**config.mk**
```make
export PLATFORM = sky130hd
export DESIGN_NAME = result_sender
export DESIGN_NICKNAME = d
export VERILOG_FILES = /design/src/rtl/matrix_pkg.sv /design/src/rtl/result_sender.sv
export SDC_FILE = /design/constraint.sdc
export NUM_CORES = 1
export LEC_CHECK = 0
export CAP_MARGIN = 20
export CORE_MARGIN = 8
export CORE_UTILIZATION = 51
export CTS_CLUSTER_DIAMETER = 40
export DETAILED_ROUTE_END_ITERATION = 6
export PLACE_DENSITY = 0.76
export SLEW_MARGIN = 30
export SYNTH_ARGS = -nofsm -noshare
export SYNTH_HDL_FRONTEND = slang
export SYNTH_SLANG_ARGS = --single-unit
```
**constraint.sdc**
```tcl
create_clock -name clk -period 2.1 [get_ports clk]
set_input_delay 0.42 -clock clk [delete_from_list [all_inputs] [get_ports clk]]
set_output_delay 0.42 -clock clk [all_outputs]
set_load 0.02 [all_outputs]
```
**src/rtl/matrix_pkg.sv**
```systemverilog
`default_nettype none
// ============================================================================
// Module     : matrix_pkg
// Description: Shared constants, state encoding and helpers for the matrix
//              result path (result RAM -> UART byte stream).
// Revision   : 1.0 - initial release
// ============================================================================
package matrix_pkg;

  localparam logic [3:0] HDR_TAG    = 4'hA;
  localparam int         MAX_N      = 15;
  localparam int         RES_ADDR_W = 8;
  localparam int         N_W        = $clog2(MAX_N + 1);

  typedef enum logic [3:0] {
    IDLE      = 4'd0,
    SEND_HDR  = 4'd1,
    FETCH     = 4'd2,
    WAIT_RD   = 4'd3,
    SEND_HI   = 4'd4,
    SEND_LO   = 4'd5,
    SEND_CSUM = 4'd6,
    WAIT_TX   = 4'd7,
    FINISH    = 4'd8
  } state_t;

  // Frame header: tag nibble followed by the matrix dimension.
  function automatic logic [7:0] hdr_byte(input logic [N_W-1:0] n);
    return {HDR_TAG, n};
  endfunction

endpackage : matrix_pkg
`default_nettype wire

```
**src/rtl/result_sender.sv**
```systemverilog
`default_nettype none
// ============================================================================
// Module     : result_sender
// Description: Streams an N x N result matrix out of the result RAM as a
//              UART byte frame: header, MSB/LSB byte pairs, XOR checksum.
// Revision   : 1.0 - initial release
// ============================================================================
module result_sender
  import matrix_pkg::*;
(
  input  logic                  clk,
  input  logic                  rst,
  input  logic                  start,
  input  logic [N_W-1:0]        matrix_size,
  output logic                  res_rd_en,
  output logic [RES_ADDR_W-1:0] res_addr,
  input  logic [15:0]           res_data,
  output logic [7:0]            tx_data,
  output logic                  tx_start,
  input  logic                  tx_busy,
  output logic                  busy,
  output logic                  done
);

  state_t                  state, state_n;
  state_t                  ret_state, ret_n;
  logic                    skip_busy;
  logic [15:0]             word;
  logic [7:0]              csum;
  logic [RES_ADDR_W-1:0]   words_left;
  logic [RES_ADDR_W-1:0]   words_total;
  logic                    ld_hdr, ld_hi, ld_lo, ld_csum;
  logic                    last_word;

  // N*N deliberately kept to the address width; N=15 gives 225.
  assign words_total = RES_ADDR_W'(matrix_size) * RES_ADDR_W'(matrix_size);
  assign last_word   = (words_left == RES_ADDR_W'(1));

  // State register plus the state WAIT_TX hands control back to.
  always_ff @(posedge clk or posedge rst) begin
    if (rst) begin
      state     <= IDLE;
      ret_state <= IDLE;
    end else begin
      state     <= state_n;
      ret_state <= ret_n;
    end
  end

  // Next-state decode and the combinational strobes/pulses.
  always_comb begin
    state_n   = state;
    ret_n     = ret_state;
    tx_start  = 1'b0;
    res_rd_en = 1'b0;
    done      = 1'b0;
    busy      = (state != IDLE) && (state != FINISH);
    ld_hdr    = 1'b0;
    ld_hi     = 1'b0;
    ld_lo     = 1'b0;
    ld_csum   = 1'b0;
    case (state)
      IDLE: begin
        if (start) begin
          state_n = SEND_HDR;
          ld_hdr  = 1'b1;
        end
      end
      SEND_HDR: begin
        if (!tx_busy) begin
          tx_start = 1'b1;
          state_n  = WAIT_TX;
          ret_n    = (words_left == '0) ? SEND_CSUM : FETCH;
        end
      end
      FETCH: begin
        res_rd_en = 1'b1;
        state_n   = WAIT_RD;
      end
      WAIT_RD: begin
        state_n = SEND_HI;
        ld_hi   = 1'b1;
      end
      SEND_HI: begin
        if (!tx_busy) begin
          tx_start = 1'b1;
          state_n  = WAIT_TX;
          ret_n    = SEND_LO;
        end
      end
      SEND_LO: begin
        if (!tx_busy) begin
          tx_start = 1'b1;
          state_n  = WAIT_TX;
          ret_n    = last_word ? SEND_CSUM : FETCH;
        end
      end
      SEND_CSUM: begin
        if (!tx_busy) begin
          tx_start = 1'b1;
          state_n  = WAIT_TX;
          ret_n    = FINISH;
        end
      end
      WAIT_TX: begin
        // tx_busy only rises one cycle after tx_start, so skip that cycle.
        if (!skip_busy && !tx_busy) begin
          state_n = ret_state;
          ld_lo   = (ret_state == SEND_LO);
          ld_csum = (ret_state == SEND_CSUM);
        end
      end
      FINISH: begin
        done    = 1'b1;
        state_n = IDLE;
      end
      default: state_n = IDLE;
    endcase
  end

  // Datapath: outgoing byte, fetched word, running checksum, address/count.
  always_ff @(posedge clk or posedge rst) begin
    if (rst) begin
      skip_busy  <= 1'b0;
      tx_data    <= '0;
      word       <= '0;
      csum       <= '0;
      res_addr   <= '0;
      words_left <= '0;
    end else begin
      skip_busy <= tx_start;
      // tx_data is loaded on entry to each SEND_* state and then held
      // untouched through WAIT_TX, so it is stable for the whole byte.
      if (ld_hdr) begin
        tx_data    <= hdr_byte(matrix_size);
        csum       <= '0;
        res_addr   <= '0;
        words_left <= words_total;
      end
      if (ld_hi) begin
        word    <= res_data;
        tx_data <= res_data[15:8];
      end
      if (ld_lo) begin
        tx_data <= word[7:0];
      end
      if (ld_csum) begin
        tx_data <= csum;
      end
      if (tx_start && (state != SEND_CSUM)) begin
        csum <= csum ^ tx_data;
      end
      if (tx_start && (state == SEND_LO)) begin
        words_left <= words_left - RES_ADDR_W'(1);
        res_addr   <= last_word ? '0 : res_addr + RES_ADDR_W'(1);
      end
    end
  end

endmodule : result_sender
`default_nettype wire

```
## Word level (Yosys, flattened, before mapping)

Index checks and enable logic that the tools add are counted.

| word-level totals | value |
|---|---|
| bits in registers | 49 |
| input port bits | 24 |
| output and inout port bits | 20 |
| logic and storage cells | 80 |

| cells by class | value |
|---|---|
| add/subtract/negate cells | 2 |
| multipliers | 1 |
| eq/ne operators | 20 |
| muxes and demuxes | 32 |
| bitwise operators | 1 |
| reduce and logical (&&, ||, !) cells | 16 |

Operators by type and width:

| operator | count |
|---|---|
| $mux 8 | 10 |
| $mux 4 | 7 |
| $eq 4x3->1 const B | 6 |
| $pmux 4 s5 | 1 |
| $pmux 4 s4 | 1 |
| $ne 2x2->1 const B | 7 |
| $reduce_bool 4->1 | 3 |
| $mux 1 | 11 |
| $add 8x1->8 const B | 1 |
| $eq 4x2->1 const B | 2 |
| $eq 8x1->1 const B | 1 |
| $logic_not 8->1 | 1 |
| $mul 4x4->8 | 1 |
| $sub 8x1->8 const B | 1 |
| $xor 8x8->8 | 1 |
| $mux 3 | 2 |
| $reduce_and 5->1 | 1 |
| $eq 4x1->1 const B | 1 |
| $eq 4x4->1 const B | 1 |
| $logic_and 1x1->1 | 4 |
| $logic_not 4->1 | 1 |
| $ne 4x3->1 const B | 1 |
| $ne 4x4->1 const B | 1 |
| $reduce_bool 2->1 | 2 |
| other kinds (3) | 4 |

## Longest topological paths before layout

| depth | value |
|---|---|
| depth in word-level cells | 6 |
| depth in mapped cells | 6 |
| depth with buffers taken out | 6 |

## Worst setup path before layout

No wires, ideal clock.

| path | value |
|---|---|
| kind | in2reg |
| from | input port tx_busy |
| to | register tx_data[0] |
| setup time | 0.125 ns |
| arrival | 1.742 ns |
| data required time | 1.975 ns |
| slack | 0.233 ns |
| cell stages on the path | 5 |
| buffers on the path | 1 |
| cell sequence | or4b_4 -> a211oi_4 -> or3_1 -> buf_6 -> mux2_4 |

| between the ends | value |
|---|---|
| word-level cells in the longest chain between the ends | 6 |
| elaborated cells between the ends (all ways) | 9 |
| classes of those cells | 6 x mux; 3 x reduce/logical |

RTL lines:

| item | RTL line | RTL |
|---|---|---|
| from (decl) | result_sender.sv:20 | `input logic tx_busy,` |
| $logic_not 1->1 (*) | result_sender.sv:107 | `if (!skip_busy && !tx_busy) begin` |
| $logic_and 1x1->1 (*) | result_sender.sv:107 |  |
| $mux 1 | result_sender.sv:107 |  |
| $mux 1 | result_sender.sv:62 | `case (state)` |
| $mux 8 | result_sender.sv:144 | `if (ld_lo) begin` |
| $mux 8 | result_sender.sv:147 | `if (ld_csum) begin` |
| to (signal assigned) | result_sender.sv:142 | `tx_data <= res_data[15:8];` |
| to (signal assigned) | result_sender.sv:145 | `tx_data <= word[7:0];` |
| to (signal assigned) | result_sender.sv:148 | `tx_data <= csum;` |
| to (decl) | result_sender.sv:18 | `output logic [7:0] tx_data,` |

Every way passes the cells marked *; elsewhere a longest branch is shown, timed or not.
A chain may end at the register's enable or synchronous reset.

## Final worst setup path

| path | value |
|---|---|
| from | input port tx_busy |
| to | register tx_data[3] |

Same word-level chain as after synthesis.

==> impl_metrics.ini <==
[run_status]
status = finished clean

[timing]
relSlewSlack_pct = 63.9
fin_skew_ns = 0.0135
slew_violations = 0
period_share_pct = 96.8
period_minus_slack_ns = 2.03
finalHoldViolCount = 0
setup_viol_count_final = 0
max_freq_mhz = 492
rsz0062_at_grt = false
tightest_slew_ns = 0.540

[cells_and_area]
final_layout_size_suffix_gt1_share_pct = 16.5
seqCellArea_sq_um = 1230
fillers = 455
nets = 393
antenna_cells = 0
stdcell_area_sq_um = 3690
area_growth_pct = 27.9
multi_input_area_sq_um = 1570

[critical_path]
critPathTopFamily = simple AND/OR/NAND/NOR gates
critPathKind = input port to register
cp-start-kind = input port
regToRegSetupSlack_ns = 0.14
cp-end-kind = register
worst-path-buf-inv = 2
cp_slowest_stage_delay_ns = 0.57
crit_arrival_ns = 2.28
worstPathMaxFanout = 5
cp.required_ns = 2.34
path_cells = clkdlybuf4s50_1 -> or4b_4 -> a211oi_4 -> or3_1 -> buf_4 -> mux2i_1
cpMaxStageDelayCell = or4b_4

[logic_synthesis]
yosys_warnings = 0
syn_nets = 331
synth_most_common_cell = dfrtp_1
yosysTopAreaCell = dfrtp_1
synth_top_flop_cell = dfrtp_1
synth-edff-count = 0
ys_async_sr_fraction_pct = 100
netlist_area_sq_um = 2890
ys_ff_latch = 49
synth_top_area_share_pct = 42.5
ys_top_cells_by_count = 49 x dfrtp_1, 24 x nand2_1, 22 x o21ai_0, 17 x nor3_1
synth.avg_cell_area_sq_um = 9.62
syn_inst = 300
yosysSeqAreaShare_pct = 42.5
ys_types = 65
synth.area.top_cells = dfrtp_1 42%, mux2_2 3.9%, o21ai_0 3.8%

[floorplan]
die_h_um = 91.2
initial_utilization_pct = 52.7
ios = 44
rows = 27
dieWidth_um = 91.2
core_area_sq_um = 5470
die_area_sq_um = 8320

[power_and_ir_drop]
leakagePower_nw = 1.54
power_density_nw_per_um2 = 1290
power.total_mw = 4.78
vdd_drop_max_mv = 0.592

[global_routing]
grt-ovfl-total = 0
grt_usage_pct = 17.8
grt_start_max_net_pins = 50
grt_pass1_vias = 2569
antenna_found_initial = 0
grt_pass1_wl_um = 12300

[run]
maxCapViolCount = 0

[clocking]
cts_hold_buf = 0
numCtsBuffers = 5
clockBufferDepth = 2
clk_pin_slew_ns = 0.10
root_buffer = clkbuf_8
tritoncts = done
htreeDepth = 2
clkSinkCount = 49
clk_latency_ns = 0.31

[route]
vias = 2529
ant_nets = 0
viasPerCell = 5.81
drt_pass1_iterations = 4
drt_iter0_drc = 120
wl_per_cell_um = 16.7
remaining_drc_errors = 0
wl_um = 7280

[place]
gp_congestion = 0.867
port_buffers = 43
place_area_sq_um = 3580
post-dp-hpwl_um = 5450

[min_path]
hp-class = input port to asynchronous set/reset pin
## placed cells by master (no fill, tap or decap), types with 2 or more instances in the layout
cell / count
a211o_1: 2
a211oi_1: 3
a21o_1: 4
a21oi_1: 14
a22o_1: 4
a22oi_1: 5
a2bb2oi_1: 4
and2_1: 7
buf_12: 2
buf_4: 23
clkbuf_8: 6
clkdlybuf4s50_1: 39
dfrtp_1: 49
dlygate4sd2_1: 4
ha_1: 7
inv_1: 11
mux2_2: 10
mux2_4: 3
mux2i_1: 4
nand2_1: 24
nand2b_1: 9
nand3_1: 7
nor2_1: 14
nor2b_1: 4
nor3_1: 17
nor3b_1: 2
nor4b_1: 2
o211ai_1: 2
o21ai_0: 22
o22ai_1: 8
o2bb2ai_1: 2
o31a_1: 2
o31ai_1: 2
or2_2: 2
or3_1: 4
xnor2_1: 3
xor2_1: 3
## logic make-up after synthesis
family / count (synthesis) / share of synthesized area, %
and+or+nand+nor: 105 / 20.2
AOI/OAI and AO/OA: 90 / 21.8
DFF: 49 / 42.5
buffers and inverters: 26 / 3.81
muxes: 17 / 6.85
adders and majority gates: 7 / 3.03
xor gates and xnor gates: 6 / 1.82
## power breakdown
group          internal (mW)  switching, mW
clock network          0.389          0.314
logic                   1.14           1.17
registers               1.34          0.423
## worst reg2reg max path, cell delays in order (launching register included)
cell and delay (ns):
dfrtp_1 0.40, buf_4 0.23, nor4bb_4 0.43, buf_6 0.22
mux2i_1 0.23, o22ai_1 0.11, mux2_4 0.27
## registers in the layout (all words and copies together), names as in the netlist
register    count
csum            8
res_addr        8
tx_data         8
word            8
words_left      8
ret_state       4
state           4
skip_busy       1
## worst paths after layout
kind | depth (start not counted) | end | from
min reg2reg | 1 | csum[2] | csum[2]
min | 3 | csum[1] | rst
max in group asynchronous | 3 | words_left[7] | rst
max | 6 | tx_data[3] | tx_busy
min in group clk | 1 | csum[2] | csum[2]
max reg2reg | 6 | tx_data[1] | state[0]
## routing by layer
layer	track usage [%]	up-vias	routed length [um]
li1	-	1234	-
met1	22.3	1221	3320
met2	29.1	67	3510
met3	4.28	7	376
met4	6.14	0	80
met5	0	-	0
## timing repair
| action | 4_1_cts | 5_1_grt |
|---|---|---|
| pin swaps | 0 | 0 |
| hold endpoints to repair | 0 | 0 |
| resized for setup | 4 | 1 |
| endpoints found under the setup margin | 4 | 2 |
| buffers inserted | 0 | 0 |
## cell type report
| type | count | area share [%] |
|---|---|---|
| well taps | 72 | 2.44 |
| flip-flops and latches | 49 | 33.2 |
| repair buffers | 69 | 17.6 |
| clock buffers | 7 | 2.34 |
| multi-input cells | 225 | 42.4 |
| inverters | 12 | 1.22 |
| clock inverters | 1 | 0.813 |
## per-stage QoR
| step | std cells | hold slack [ns] | util, % | setup WS, ns | setup TNS (ns) |
|---|---|---|---|---|---|
| 6_report | 435 | 0.450 | 67.5 | 0.0672 | 0 |
| 5_1_grt | 435 | 0.486 | 67.5 | 0.00109 | 0 |
| 4_1_cts | 435 | 0.467 | 67.4 | 0.0512 | 0 |
| 3_5_place_dp | 427 | 0.482 | 65.4 | -0.239 | -1.97 |
| 3_3_place_gp | 427 | 0.476 | 65.4 | -0.211 | -1.67 |
| 2_1_floorplan | 300 | 0.450 | - | 0.233 | 0 |
No activity file was read; power rests on OpenSTA's default activity.
